`src/rtl/mem_stage.sv`:
```
// mem_stage: RV32I memory-access stage; issues data-memory loads/stores, aligns/extends load data, registers MEM/WB.
// Latency: 1 cycle for zero-wait accesses and non-memory ops; N+1 cycles when memory holds dmem_ready low for N cycles.
// Backpressure: stall is raised combinationally while a request is outstanding and dmem_ready is low; MEM/WB holds while stalled.
module mem_stage (
  input  logic        clk,
  input  logic        rst,
  // EX/MEM register contents
  input  logic        ex_valid,
  input  logic        mem_read,
  input  logic        mem_write,
  input  logic [2:0]  funct3,
  input  logic        reg_write,
  input  logic [4:0]  rd,
  input  logic [31:0] alu_result,
  input  logic [31:0] write_data,
  // data memory port
  output logic        dmem_req,
  output logic        dmem_we,
  output logic [31:0] dmem_addr,
  output logic [31:0] dmem_wdata,
  output logic [3:0]  dmem_be,
  input  logic        dmem_ready,
  input  logic [31:0] dmem_rdata,
  // pipeline control / exception
  output logic        stall,
  output logic        misaligned,
  // MEM-stage forwarding source
  output logic        mem_reg_write,
  output logic [4:0]  mem_rd,
  output logic [31:0] mem_forward_value,
  // MEM/WB register
  output logic        wb_reg_write,
  output logic [4:0]  wb_rd,
  output logic [31:0] wb_data
);

  typedef enum logic {
    S_IDLE = 1'b0,
    S_WAIT = 1'b1
  } state_t;

  state_t r_state;
  state_t w_state_nxt;

  logic        w_acc;
  logic        w_illegal;
  logic        w_misal;
  logic        w_bad;
  logic        w_req;
  logic        w_stall;
  logic [1:0]  w_lane;
  logic [3:0]  w_be;
  logic [31:0] w_wdata;
  logic [7:0]  w_rbyte;
  logic [15:0] w_rhalf;
  logic [31:0] w_load_data;
  logic        w_is_load;

  logic        r_wb_reg_write;
  logic [4:0]  r_wb_rd;
  logic [31:0] r_wb_data;
  logic        r_misaligned;

  assign w_lane    = alu_result[1:0];
  assign w_acc     = ex_valid & (mem_read | mem_write);
  assign w_is_load = ex_valid & mem_read;

  // Classify the access: unsupported width encodings and unaligned H/W are rejected before any request.
  always_comb begin
    w_illegal = 1'b0;
    w_misal   = 1'b0;
    case (funct3)
      3'b000, 3'b100: w_misal = 1'b0;
      3'b001, 3'b101: w_misal = w_lane[0];
      3'b010:         w_misal = (w_lane != 2'b00);
      default:        w_illegal = 1'b1;
    endcase
  end

  // A bad access only matters when there is actually a memory op in flight.
  assign w_bad = w_acc & (w_misal | w_illegal);

  // Next-state and request generation; WAIT keeps the request up because inputs are frozen upstream.
  always_comb begin
    w_state_nxt = r_state;
    w_req       = 1'b0;
    case (r_state)
      S_IDLE: begin
        w_req = w_acc & ~w_bad;
        if (w_req && !dmem_ready) begin
          w_state_nxt = S_WAIT;
        end
      end
      S_WAIT: begin
        w_req = 1'b1;
        if (dmem_ready) begin
          w_state_nxt = S_IDLE;
        end
      end
      default: begin
        w_state_nxt = S_IDLE;
        w_req       = 1'b0;
      end
    endcase
  end

  // FSM state register; reset abandons any outstanding request.
  always_ff @(posedge clk or posedge rst) begin
    if (rst) begin
      r_state <= S_IDLE;
    end else begin
      r_state <= w_state_nxt;
    end
  end

  // Request and stall are gated by rst so they drop the moment reset asserts, not at the next edge.
  assign dmem_req = w_req & ~rst;
  assign w_stall  = w_req & ~dmem_ready & ~rst;
  assign stall    = w_stall;

  // Store lane steering: data is replicated across lanes, byte enables pick the target lane(s).
  always_comb begin
    w_be    = 4'b1111;
    w_wdata = write_data;
    if (mem_write) begin
      case (funct3[1:0])
        2'b00: begin
          w_be    = 4'b0001 << w_lane;
          w_wdata = {4{write_data[7:0]}};
        end
        2'b01: begin
          w_be    = w_lane[1] ? 4'b1100 : 4'b0011;
          w_wdata = {2{write_data[15:0]}};
        end
        default: begin
          w_be    = 4'b1111;
          w_wdata = write_data;
        end
      endcase
    end
  end

  assign dmem_we    = w_req & mem_write & ~rst;
  assign dmem_addr  = {alu_result[31:2], 2'b00};
  assign dmem_wdata = w_wdata;
  assign dmem_be    = w_be;

  // Load lane extraction and sign/zero extension.
  always_comb begin
    w_rbyte = dmem_rdata[7:0];
    case (w_lane)
      2'b00:   w_rbyte = dmem_rdata[7:0];
      2'b01:   w_rbyte = dmem_rdata[15:8];
      2'b10:   w_rbyte = dmem_rdata[23:16];
      default: w_rbyte = dmem_rdata[31:24];
    endcase
    w_rhalf = w_lane[1] ? dmem_rdata[31:16] : dmem_rdata[15:0];
    case (funct3)
      3'b000:  w_load_data = {{24{w_rbyte[7]}}, w_rbyte};
      3'b100:  w_load_data = {24'h000000, w_rbyte};
      3'b001:  w_load_data = {{16{w_rhalf[15]}}, w_rhalf};
      3'b101:  w_load_data = {16'h0000, w_rhalf};
      default: w_load_data = dmem_rdata;
    endcase
  end

  // MEM/WB register and exception pulse; both freeze while the stage is stalled.
  always_ff @(posedge clk or posedge rst) begin
    if (rst) begin
      r_wb_reg_write <= 1'b0;
      r_wb_rd        <= 5'd0;
      r_wb_data      <= 32'd0;
      r_misaligned   <= 1'b0;
    end else if (!w_stall) begin
      r_wb_reg_write <= ex_valid & reg_write & ~w_bad;
      r_wb_rd        <= rd;
      r_wb_data      <= w_is_load ? w_load_data : alu_result;
      r_misaligned   <= w_bad;
    end
  end

  assign wb_reg_write = r_wb_reg_write;
  assign wb_rd        = r_wb_rd;
  assign wb_data      = r_wb_data;
  assign misaligned   = r_misaligned;

  // Loads are excluded from MEM forwarding; the hazard unit bubbles load-use instead.
  assign mem_reg_write     = ex_valid & reg_write & ~mem_read;
  assign mem_rd            = rd;
  assign mem_forward_value = alu_result;

endmodule

```
`config.mk`:
```
export PLATFORM = sky130hd
export DESIGN_NAME = mem_stage
export DESIGN_NICKNAME = d
export VERILOG_FILES = /design/src/rtl/mem_stage.sv
export SDC_FILE = /design/constraint.sdc
export NUM_CORES = 1
export LEC_CHECK = 0
export ABC_AREA = 1
export CORE_MARGIN = 2
export CORE_UTILIZATION = 38
export CTS_CLUSTER_SIZE = 16
export DETAILED_ROUTE_END_ITERATION = 10
export PLACE_DENSITY = 0.91
export SYNTH_ARGS = -nofsm -noshare
export SYNTH_HDL_FRONTEND = slang
export SYNTH_SLANG_ARGS = --single-unit
```
`constraint.sdc`:
```
create_clock -name clk -period 4.6 [get_ports clk]
set_input_delay 0.92 -clock clk [delete_from_list [all_inputs] [get_ports clk]]
set_output_delay 0.92 -clock clk [all_outputs]
set_load 0.02 [all_outputs]
```
* Word-level counts from Yosys, hierarchy flattened
Cells that the tools add are included.
Operators by class: shifts and indexed selects 1, bitwise gates (word level) 19, reductions and logical operators 8, mux-type cells 15, equal/unequal tests 7
Operator list (number):
- case mux 32 bit (4 select lines) | 1
- 2-to-1 mux 32 bit | 2
- case mux 32 bit (2 select lines) | 1
- case mux 8 bit (3 select lines) | 1
- 2-to-1 mux 16 bit | 1
- bitwise AND 1 bit | 12
- 2-to-1 mux 4 bit | 2
- case mux 4 bit (2 select lines) | 1
- == test 3 bit (second input constant) | 2
- case mux 1 bit (2 select lines) | 3
- NOT 1 bit | 5
- OR reduction 5 bit | 1
- == test 2 x 1 -> 1 bit (second input constant) | 2
- logical NOT 2 bit | 2
- << shifter 1 x 2 -> 4 bit (first input constant) | 1
- == test 3 x 1 -> 1 bit (second input constant) | 1
- == test 3 x 2 -> 1 bit (second input constant) | 1
- logical NOT 3 bit | 1
- 2-to-1 mux 1 bit | 3
- == test 2 bit (second input constant) | 1
- bitwise OR 1 bit | 2
- nonzero test 2 bit | 1
- OR reduction 2 bit | 1
- logical AND 1 bit | 1
- logical NOT 1 bit | 1
Storage, ports and cells: input port bits 111, logic and storage cells 55, register bits after elaboration 40, output and inout port bits 148

* Logic depth before layout (Yosys ltp)
word-level depth 10, gate-level depth with buffers 11, gate-level depth less buffers 10

* Worst setup path after synthesis
Ideal clock, no wire load.
kind input-to-output, from input rst, to output stall, data required time 3680 ps, path buffers 1, stages 4, data arrival time 2305 ps, path slack 1375 ps, cell sequence inv_1 > nand3_2 > inv_2 > buf_4
On the way: longest elaborated chain between the ends 2
RTL lines:
- start: declaration | line 6 | input logic rst,
- NOT 1 bit | line 118 | assign w_stall = w_req & ~dmem_ready & ~rst;
- bitwise AND 1 bit | line 118
- end: declaration | line 25 | output logic stall,
Every way passes these cells.

* Worst setup path in the final report
from input mem_write, to output dmem_wdata[21]
On the way: longest elaborated chain between the ends 1
RTL lines:
- start: declaration | line 10 | input logic mem_write,
- 2-to-1 mux 32 bit | line 125 | if (mem_write) begin
- end: declaration | line 20 | output logic [31:0] dmem_wdata,
Every way passes these cells.

==> reports/metrics.yaml <==
status: "finished, final reports clean"
io_buffers: 256
area_delta_synth_final_pct: 59.0
worst_pin_slew_ps: 804
start_kind: "input pin"
grt_pass1_vias: 4285
detail_route.iter0.violations: 364
io-pin-count: 259
fmax_mhz: 243
p_int_uw: 793
start_util_pct: 39.2
cts_tree: "done"
wirelength_um: 14200
place_congestion: 0.846
swShare_pct: 36.9
post-route-min-period_ps: 4110
max_slew_margin_pct: 46.4
hold_viol_final: 0
combPwrFrac_pct: 49.6
die_h_um: 102
via_count: 4287
finClkSkew_ps: 4.93
slew_violations: 0
critPathTopFamily: "buffers and inverters"
cp.required_ps: 3680
p_sw_uw: 464
drv_cap: 0
first_pass_iters: 5
clk-insertion-delay-late_ps: 280
fp.dieW_um: 102
fp-row-count: 35
final_core_util_pct: 62.4
drcViolationCount: 0
root_buffer: "clkbuf_8"
drive_above_1_share_pct: 7.81
yosys_warnings: 0
nNetsFinal: 841
period_share_pct: 89.4
synth.distinct_cells: 25
layout_common_cells: "clkdlybuf4s50_1, nand2_1, nand3_1, inv_1, dfrtp_1"
post_drt_wl_per_cell_um: 16.6
synth_area_mm2: 0.00362
avgViaCountPerCell: 4.99
antenna_cells: 0
p_leak_uw: 0.00266
slowest_delay_ps: 660
clock_sink_count: 40
worst_setup_path_end_kind: "primary output"
grt_max_degree: 41
synth-seq-cells: 40
rsz0062_at_grt: "false"
hold_path.class: "flop to flop"
critical_path_class: "input pin to primary output"
p_per_area_mw_per_mm2: 218
setup_viol: 0
cts_buffers: 5
post-cts-setup-buffers: 0
peakVddDrop_mv: 0.117
grt_pass1_wl_um: 21900
clockBufferDepth: 2
crit_fanout: 24
path_buf_inv: 4
core_area_mm2: 0.00924
setup-tns-final_ps: 0
path_clk_slew_ps: 80
hpwl_um: 11300
synthCells: 562
cts_max_level: 2
worstPathArrival_ps: 3190
gr-total-overflow: 0
cp_cell_sequence: "clkdlybuf4s50_1 > inv_1 > nor2_2 > inv_1 > o21ai_0 > clkdlybuf4s50_1"
syn_area_per_cell_um2: 6.45
clock_power_share_pct: 17.6
antenna_found_initial: 0
final_common_cell: "clkdlybuf4s50_1"
seq_area_frac_synth_pct: 27.6
grtUsageTotal_pct: 27.1
ant_nets: 0
die_area_mm2: 0.0103
power_frac_seq_pct: 32.7
slowest_stage: "clkdlybuf4s50_1"
power groups by stage:
stage                     clock network (µW)  registers, µW  logic, µW
after floorplan                            0            464        282
after global placement                     0            417        610
after detailed placement                   0            417        623
after CTS                                229            412        625
after global routing                     245            417        667
final                                    222            411        624
cell usage after synthesis (all sizes together):
cell type  instances  share of area [%]
nand2            188                 20
buf               95                 19
nand3             61                 10
inv               46                4.8
dfrtp             40                 28
a21oi             33                4.6
nor2              30                3.4
or2               22                3.8
o21ai             19                2.6
o22ai             14                2.4
clkbuf             9               0.93
a21boi             1               0.21
conb               1               0.10
nand3b             1               0.21
nor3               1               0.14
o211ai             1               0.21
worst register-to-register path: cells and delay by family, from the launching register on:
family	cells	cell delay [ps]
DFF	1	330
and+or+nand+nor	4	380
buffers and inverters	3	550
logic make-up after synthesis:
kind of cell	synth area share (%)
flops	27.6
other cells	0.103
simple gates	37.3
compound gates	10.0
buf+inv	24.9
flip-flops by register name, indices dropped and copies added, names as in the netlist:
signal        cells
r_state           1
wb_reg_write      1
wb_data          32
misaligned        1
wb_rd             5
worst paths after layout:
path,start,end,slack (ps),cells past startpoint
worst max-delay path,mem_write,dmem_wdata[21],490,6
worst min-delay path,wb_data[12],wb_data[12],480,2
worst max register to register,r_state,wb_rd[1],3270,7
worst min register to register,wb_data[12],wb_data[12],480,2
max in group asynchronous,rst,wb_data[2],3060,3
min in group asynchronous,rst,wb_data[25],1170,3
final cells by class:
| type | instances | area (µm²) |
|---|---|---|
| Fill cell | 834 | 3480 |
| Timing Repair Buffer | 264 | 2620 |
| Multi-Input combinational cell | 373 | 1730 |
| Sequential cell | 40 | 1000 |
| Inverter | 46 | 173 |
| Tap cell | 129 | 161 |
| Clock buffer | 6 | 72.6 |
| Clock inverter | 1 | 5.00 |
what timing repair did:
item,in CTS,in global routing
gates resized for setup,0,1
endpoints found under the setup margin,0,2
hold buffers,0,0
metrics by stage:
step / hold slack [ps] / std cells / worst slack (ps) / power (µW) / cell area [µm²]
final: 481 / 859 / 489 / 1260 / 5760
after floorplan: 574 / 563 / 1380 / 746 / 3630
after CTS: 485 / 859 / 286 / 1270 / 5760
after detailed placement: 464 / 852 / 283 / 1040 / 5680
after global placement: 455 / 852 / 447 / 1030 / 5680
after global routing: 502 / 859 / 297 / 1330 / 5760
routing by layer:
metal  track usage (%)  part of all wire (%)  up-vias
met3              5.31                   8.5       24
met2              48.1                    50      256
met4              8.00                   2.5        0
li1                  -                     -     2032
met1              33.2                    39     1975
met5                 0                     0        -
Power figures use the tool's default switching activity.
